==> src/rtl/adc_pkg.sv <==
// Shared definitions for the LTC2308 serial ADC controller.
//   ADC_W       conversion result width
//   CFG_W       width of the configuration word shifted out on SDI
//   adc_state_t frame sequencer states
//   cfg_word()  builds the single-ended, unipolar, no-sleep config word
package adc_pkg;

  localparam int unsigned ADC_W = 12;
  localparam int unsigned CFG_W = 6;

  typedef enum logic [2:0] {
    IDLE,
    CONVST,
    WAIT,
    SHIFT,
    DONE
  } adc_state_t;

  // {S/D, O/S, S1, S0, UNI, SLP}; the channel select bits are not in
  // binary order on the wire, O/S carries the channel LSB.
  function automatic logic [CFG_W-1:0] cfg_word(input logic [2:0] ch);
    return {1'b1, ch[0], ch[2], ch[1], 1'b1, 1'b0};
  endfunction

endpackage

==> src/rtl/spi_sck_gen.sv <==
// SPI clock generator for the ADC serial port.
//   clk   in   system clock
//   rst   in   synchronous reset, active-high
//   en    in   run the clock; when low SCK is forced low and the phase restarts
//   sck   out  SPI clock, idles low, each half-period SCK_HALF clk cycles
//   rise  out  strobe on the clk cycle whose closing edge raises sck
//   fall  out  strobe on the clk cycle whose closing edge lowers sck
module spi_sck_gen #(
  parameter int unsigned SCK_HALF = 2
) (
  input  logic clk,
  input  logic rst,
  input  logic en,
  output logic sck,
  output logic rise,
  output logic fall
);

  logic [7:0] half_cnt;
  logic       half_end;

  assign half_end = en && (half_cnt == 8'(SCK_HALF - 1));
  assign rise     = half_end && !sck;
  assign fall     = half_end && sck;

  always_ff @(posedge clk) begin
    if (rst || !en) begin
      half_cnt <= '0;
      sck      <= 1'b0;
    end else if (half_end) begin
      half_cnt <= '0;
      sck      <= ~sck;
    end else begin
      half_cnt <= half_cnt + 8'd1;
    end
  end

endmodule

==> src/rtl/adc_ltc2308_ctrl.sv <==
// Periodic LTC2308 conversion controller with power-of-two averaging.
//   clk         in   system clock
//   rst         in   synchronous reset, active-high
//   enable      in   run periodic conversions; when dropped the current frame completes
//   adc_convst  out  conversion start, high for 2 clk per frame
//   adc_sck     out  SPI clock, idles low
//   adc_sdi     out  config word to the ADC, MSB first
//   adc_sdo     in   conversion data from the ADC, MSB first
//   adc_dout    out  averaged 12-bit code, held between updates (4095 after reset)
//   dout_valid  out  one-cycle pulse coincident with a new adc_dout value
//   busy        out  high while a frame is in progress
module adc_ltc2308_ctrl
  import adc_pkg::*;
#(
  parameter int unsigned SCK_HALF      = 2,
  parameter int unsigned CONV_CYCLES   = 80,
  parameter int unsigned SAMPLE_PERIOD = 50000,
  parameter logic [2:0]  CHANNEL       = 3'd0,
  parameter int unsigned AVG_LOG2      = 2
) (
  input  logic             clk,
  input  logic             rst,
  input  logic             enable,
  output logic             adc_convst,
  output logic             adc_sck,
  output logic             adc_sdi,
  input  logic             adc_sdo,
  output logic [ADC_W-1:0] adc_dout,
  output logic             dout_valid,
  output logic             busy
);

  localparam int unsigned PER_W = $clog2(SAMPLE_PERIOD);
  localparam int unsigned TMR_W = $clog2(CONV_CYCLES + 2);
  localparam int unsigned ACC_W = ADC_W + AVG_LOG2;
  localparam int unsigned CNT_W = AVG_LOG2 + 1;
  localparam logic [CNT_W-1:0] CNT_LAST = CNT_W'((1 << AVG_LOG2) - 1);

  adc_state_t       state, state_next;
  logic [PER_W-1:0] per_cnt;
  logic             tick;
  logic [TMR_W-1:0] tmr;
  logic [3:0]       fall_cnt;
  logic [ADC_W-1:0] rx_sr;
  logic [ADC_W-1:0] tx_sr;
  logic [ACC_W-1:0] acc;
  logic [ACC_W-1:0] acc_sum;
  logic [CNT_W-1:0] smp_cnt;
  logic             sck_en;
  logic             sck_rise;
  logic             sck_fall;

  assign tick       = enable && (per_cnt == '0);
  assign sck_en     = (state == SHIFT);
  assign adc_convst = (state == CONVST);
  assign busy       = (state != IDLE);
  assign adc_sdi    = tx_sr[ADC_W-1];
  assign acc_sum    = acc + ACC_W'(rx_sr);

  spi_sck_gen #(
    .SCK_HALF(SCK_HALF)
  ) u_sck (
    .clk (clk),
    .rst (rst),
    .en  (sck_en),
    .sck (adc_sck),
    .rise(sck_rise),
    .fall(sck_fall)
  );

  // tmr runs from CONVST entry: CONVST holds 2 cycles, WAIT a further
  // CONV_CYCLES, so the frame lasts 2 + CONV_CYCLES + 24*SCK_HALF + 1 clk
  // and the registered dout_valid lands one cycle after DONE.
  always_comb begin
    state_next = state;
    unique case (state)
      IDLE:    if (tick) state_next = CONVST;
      CONVST:  if (tmr == TMR_W'(1)) state_next = WAIT;
      WAIT:    if (tmr == TMR_W'(CONV_CYCLES + 1)) state_next = SHIFT;
      SHIFT:   if (sck_fall && (fall_cnt == 4'd11)) state_next = DONE;
      DONE:    state_next = IDLE;
      default: state_next = IDLE;
    endcase
  end

  always_ff @(posedge clk) begin
    if (rst) begin
      state      <= IDLE;
      per_cnt    <= '0;
      tmr        <= '0;
      fall_cnt   <= '0;
      rx_sr      <= '0;
      tx_sr      <= '0;
      acc        <= '0;
      smp_cnt    <= '0;
      adc_dout   <= '1;
      dout_valid <= 1'b0;
    end else begin
      state      <= state_next;
      dout_valid <= 1'b0;

      if (!enable || (per_cnt == PER_W'(SAMPLE_PERIOD - 1))) begin
        per_cnt <= '0;
      end else begin
        per_cnt <= per_cnt + PER_W'(1);
      end

      if ((state == CONVST) || (state == WAIT)) begin
        tmr <= tmr + TMR_W'(1);
      end else begin
        tmr <= '0;
      end

      // Config bits sit in the top of a 12-bit register so SDI drops to 0
      // by itself once the six config bits have been shifted out.
      if ((state == WAIT) && (state_next == SHIFT)) begin
        tx_sr    <= {cfg_word(CHANNEL), {(ADC_W - CFG_W){1'b0}}};
        fall_cnt <= '0;
      end else if (sck_fall) begin
        tx_sr    <= {tx_sr[ADC_W-2:0], 1'b0};
        fall_cnt <= fall_cnt + 4'd1;
      end

      if (sck_rise) begin
        rx_sr <= {rx_sr[ADC_W-2:0], adc_sdo};
      end

      if (state == DONE) begin
        if (smp_cnt == CNT_LAST) begin
          adc_dout   <= acc_sum[ACC_W-1:AVG_LOG2];
          dout_valid <= 1'b1;
          acc        <= '0;
          smp_cnt    <= '0;
        end else begin
          acc     <= acc_sum;
          smp_cnt <= smp_cnt + CNT_W'(1);
        end
      end
    end
  end

endmodule

==> config.mk <==
export PLATFORM = sky130hd
export DESIGN_NAME = adc_ltc2308_ctrl
export DESIGN_NICKNAME = d
export VERILOG_FILES = /design/src/rtl/adc_pkg.sv /design/src/rtl/spi_sck_gen.sv /design/src/rtl/adc_ltc2308_ctrl.sv
export SDC_FILE = /design/constraint.sdc
export NUM_CORES = 1
export LEC_CHECK = 0
export BUFFER_PORTS_ARGS = -buffer_cell sky130_fd_sc_hd__buf_2
export CORE_MARGIN = 5
export CORE_UTILIZATION = 61
export CTS_CLUSTER_SIZE = 20
export DETAILED_ROUTE_END_ITERATION = 7
export GPL_ROUTABILITY_DRIVEN = 0
export HOLD_SLACK_MARGIN = 0.08
export PLACE_DENSITY = 0.91
export RECOVER_POWER = 50
export SLEW_MARGIN = 20
export SYNTH_ARGS = -nofsm -noshare
export SYNTH_HDL_FRONTEND = slang
export SYNTH_SLANG_ARGS = --single-unit
==> constraint.sdc <==
create_clock -name clk -period 2.4 [get_ports clk]
set_clock_uncertainty 0.1 [all_clocks]
set_input_delay 0.36 -clock clk [delete_from_list [all_inputs] [get_ports clk]]
set_output_delay 0.36 -clock clk [all_outputs]
set_load 0.02 [all_outputs]
==> impl_metrics.ini <==
[synth]
synthesis.instances = 471
synth-warning-count = 0
netlist_top_cells_area = sky130_fd_sc_hd__dfxtp_1, sky130_fd_sc_hd__nor2_1, sky130_fd_sc_hd__ha_1, sky130_fd_sc_hd__xor2_1, sky130_fd_sc_hd__mux2i_1
yosysTopAreaCell = sky130_fd_sc_hd__dfxtp_1
ys_seq_elements = 86
synth_top_area_share = 0.4079
seq_area_frac_synth = 0.4079
avgSynthCellArea_um2 = 8.960
post_synth_edffs = 0
async_flop_share = 0
yosysUniqueCellTypes = 63
mappedNetlistNets = 496
netlist_top_cells_count = sky130_fd_sc_hd__dfxtp_1, sky130_fd_sc_hd__nor2_1, sky130_fd_sc_hd__nand3_1, sky130_fd_sc_hd__nand2_1, sky130_fd_sc_hd__xor2_1
post-synth-top-count-cell = sky130_fd_sc_hd__dfxtp_1
commonest_register_cell_after_synthesis = sky130_fd_sc_hd__dfxtp_1
syn-cell-area_um2 = 4220

[timing]
timing.fmax_mhz = 427.4
timing.final.hold_violations = 0
period_needed_ns = 2.339
timing.hold.ws_ns = 0.1483
slew_viols_final = 0
report.final.setup_viol = 0
slew_headroom = 0.4649
timing.final.crit_share = 0.9748
timing_worst_slew_pin_value_ns = 0.7942

[layout]
num-fill-cells = 553
antenna_cells_inserted = 0
post_route_standard_cell_area_excluding_fillers_um2 = 4541
area_growth_pct = 7.590
final_layout_size_suffix_gt1_frac = 0.08687
final_net_count = 517

[critical_path]
critPathBufInv = 0
max_stage_delay_ns = 0.58
critPathTopFamily = compound AO/OA/AOI/OAI gates
critical_path.slowest_cell = sky130_fd_sc_hd__or4b_1
crit_type = reg -> reg
worstSetupEndpointType = flop
path_max_fanout = 9
r2r-end = acc[12]
crit_chain = ha_1 > a21o_1 > a21oi_2 > a31oi_4 > or4b_1 > a311oi_2
reg2reg_depth = 6
setup.reg_to_reg.worst_slack_ns = 0.06
worstPathRequired_ns = 2.58
worst_path_arrival_time_ns = 2.52
worst_r2r_startpoint = rx_sr[6]
setup.worst_path.start_class = flop

[power_and_ir_drop]
p_sw_frac = 0.2210
power.density_nw_per_um2 = 542.8
p_int_mw = 1.920
maximum_vdd_ir_drop_mv = 0.5047
clock_power_share = 0.388
comb_power_share = 0.027
total_switching_power_uw = 544.7
seq_power_share = 0.585
power.leakage_nw = 1.809
fin_total_pwr_mw = 2.465

[place]
total_placed_instance_area_um2 = 4368
port_buffers = 20
dp_hpwl_um = 6181

[outcome]
outcome = finished clean

[routing]
avg_vias_per_cell = 5.970
first_pass_iters = 5
post_drt_wl_per_cell_um = 15.33
routed-via-count = 3433
first_iter_violations = 217
drc = 0
detail_route.wirelength_um = 8815
drt.antenna.violating_nets = 0

[floorplan]
dieHeight_um = 93.18
design.portCount = 21
core-area_um2 = 6756
num_rows = 30
fp.dieArea_um2 = 8682
floorplan.initialDensity = 0.6246
die_width_um = 93.18

[grt]
grt_max_degree = 41
first_global_vias = 3314
wire_length_of_the_first_global_routing_pass_um = 14630
globalRoute.totalOverflow = 0
global_route.usage.total = 0.2075
number_of_antenna_violations_at_the_first_check_in_global_routing = 0

[hold_path]
hold-path-endpoint = rx_sr[0]
number_of_cells_traversed_by_the_worst_hold_path = 3
holdCritPathClass = in -> reg
hold_start = adc_sdo

[clock_tree]
worstSkewPairLatency_ns = 0.36
numCtsBuffers = 9
cts_setup_buffers = 0
cts-root-to-sink-buffers = 2
htreeDepth = 3
worst_setup_hold_path_clk_slew_ns = 0.08
clock_sinks = 86
tritoncts = done
ctsRootBufferMaster = sky130_fd_sc_hd__clkbuf_8

[job]
timing.max_cap.violations = 0
## registers in the layout, summed over array words and instances (netlist names)
register        flops
acc                14
adc_dout           12
dout_valid          1
fall_cnt            4
per_cnt            16
rx_sr              12
smp_cnt             3
state               3
tmr                 7
tx_sr               5
u_sck.half_cnt      8
u_sck.sck           1
## worst max path at each step
stage / startpoint / end / slack, ns / cells after the start
2_1_floorplan: rx_sr[0] / adc_dout[8] / 0.25 / 8
3_3_place_gp: rx_sr[0] / adc_dout[8] / 0.1 / 8
3_5_place_dp: rx_sr[0] / adc_dout[8] / -0.008 / 8
4_1_cts: rx_sr[0] / adc_dout[4] / 0.08 / 9
5_1_grt: rx_sr[0] / adc_dout[4] / -0.09 / 9
6_report: rx_sr[6] / acc[12] / 0.06 / 6
## power by group through the flow
stage / sequential [mW] / clock [mW] / combinational, mW
3_5_place_dp: 1.48 / 0 / 0.0676
5_1_grt: 1.44 / 1.03 / 0.0754
2_1_floorplan: 1.47 / 0 / 0.0546
3_3_place_gp: 1.47 / 0 / 0.0662
4_1_cts: 1.44 / 0.970 / 0.0691
6_report: 1.44 / 0.956 / 0.0672
## layout make-up
cell class / count / area [um2] / share of cell area
clock buffer: 10 / 127.6 / 0.02811
clock inverter: 4 / 50.05 / 0.01102
inverter: 11 / 41.29 / 0.009093
multi-input combinational: 356 / 2372 / 0.5225
sequential: 86 / 1722 / 0.3792
tap: 80 / 100.1 / 0.02204
timing repair buffer: 28 / 127.6 / 0.02811
## layer usage
| metal | GRT usage | vias up | share of wire |
|---|---|---|---|
| li1 | - | 1693 | - |
| met2 | 0.3725 | 100 | 0.51 |
| met3 | 0.02896 | 17 | 0.044 |
| met1 | 0.2466 | 1623 | 0.43 |
| met4 | 0.08791 | 0 | 0.016 |
| met5 | 0 | - | 0 |
## cell families (layout without fill, tap and decap cells)
family | count (synthesis) | after routing | share of synthesized area
adders and majority gates | 21 | 21 | 0.06404
DFF | 86 | 86 | 0.4079
muxes | 18 | 18 | 0.04269
xor gates and xnor gates | 35 | 35 | 0.07263
and+or+nand+nor | 205 | 205 | 0.2481
AOI/OAI and AO/OA | 77 | 77 | 0.1281
buffers and inverters | 29 | 53 | 0.03647
## layout by cell type, fill, tap and decap left out, types with 4 or more instances in the layout
cell / n
sky130_fd_sc_hd__dfxtp_1: 86
sky130_fd_sc_hd__nor2_1: 75
sky130_fd_sc_hd__nand3_1: 33
sky130_fd_sc_hd__nand2_1: 29
sky130_fd_sc_hd__xor2_1: 22
sky130_fd_sc_hd__clkbuf_1: 21
sky130_fd_sc_hd__ha_1: 20
sky130_fd_sc_hd__mux2i_1: 18
sky130_fd_sc_hd__a21oi_1: 18
sky130_fd_sc_hd__nor3_1: 14
sky130_fd_sc_hd__o21ai_0: 14
sky130_fd_sc_hd__xnor2_1: 13
sky130_fd_sc_hd__inv_1: 10
sky130_fd_sc_hd__clkbuf_8: 9
sky130_fd_sc_hd__a21o_1: 7
sky130_fd_sc_hd__and3_1: 6
sky130_fd_sc_hd__nand2b_1: 5
sky130_fd_sc_hd__or3_1: 5
sky130_fd_sc_hd__nand4_1: 5
sky130_fd_sc_hd__nor2b_1: 5
sky130_fd_sc_hd__buf_4: 5
sky130_fd_sc_hd__nor4_1: 4
sky130_fd_sc_hd__nand3b_1: 4
sky130_fd_sc_hd__o211ai_1: 4
sky130_fd_sc_hd__a22oi_1: 4
## timing repair
action	in CTS	in global routing
endpoints found under the setup margin	1	8
pin swaps	0	1
hold buffers	0	0
resized for setup	1	8
## stage by stage
step / setup TNS [ns] / instances / setup slack [ns] / utilization
finish: 0 / 575 / 0.06054 / 0.6720
global route: -0.1759 / 575 / -0.08776 / 0.6720
CTS: 0 / 575 / 0.07549 / 0.6737
detailed placement: -0.008460 / 561 / -0.008460 / 0.6465
global placement: 0 / 561 / 0.09661 / 0.6465
floorplan: 0 / 471 / 0.2519 / -
## worst reg2reg max path: cells and delay by family (launching register included)
family,cells,cell delay (ns)
compound gates,4,0.81
flops,1,0.34
simple gates,1,0.58
fa+ha+maj,1,0.42
No activity file was read; power rests on OpenSTA's default activity.
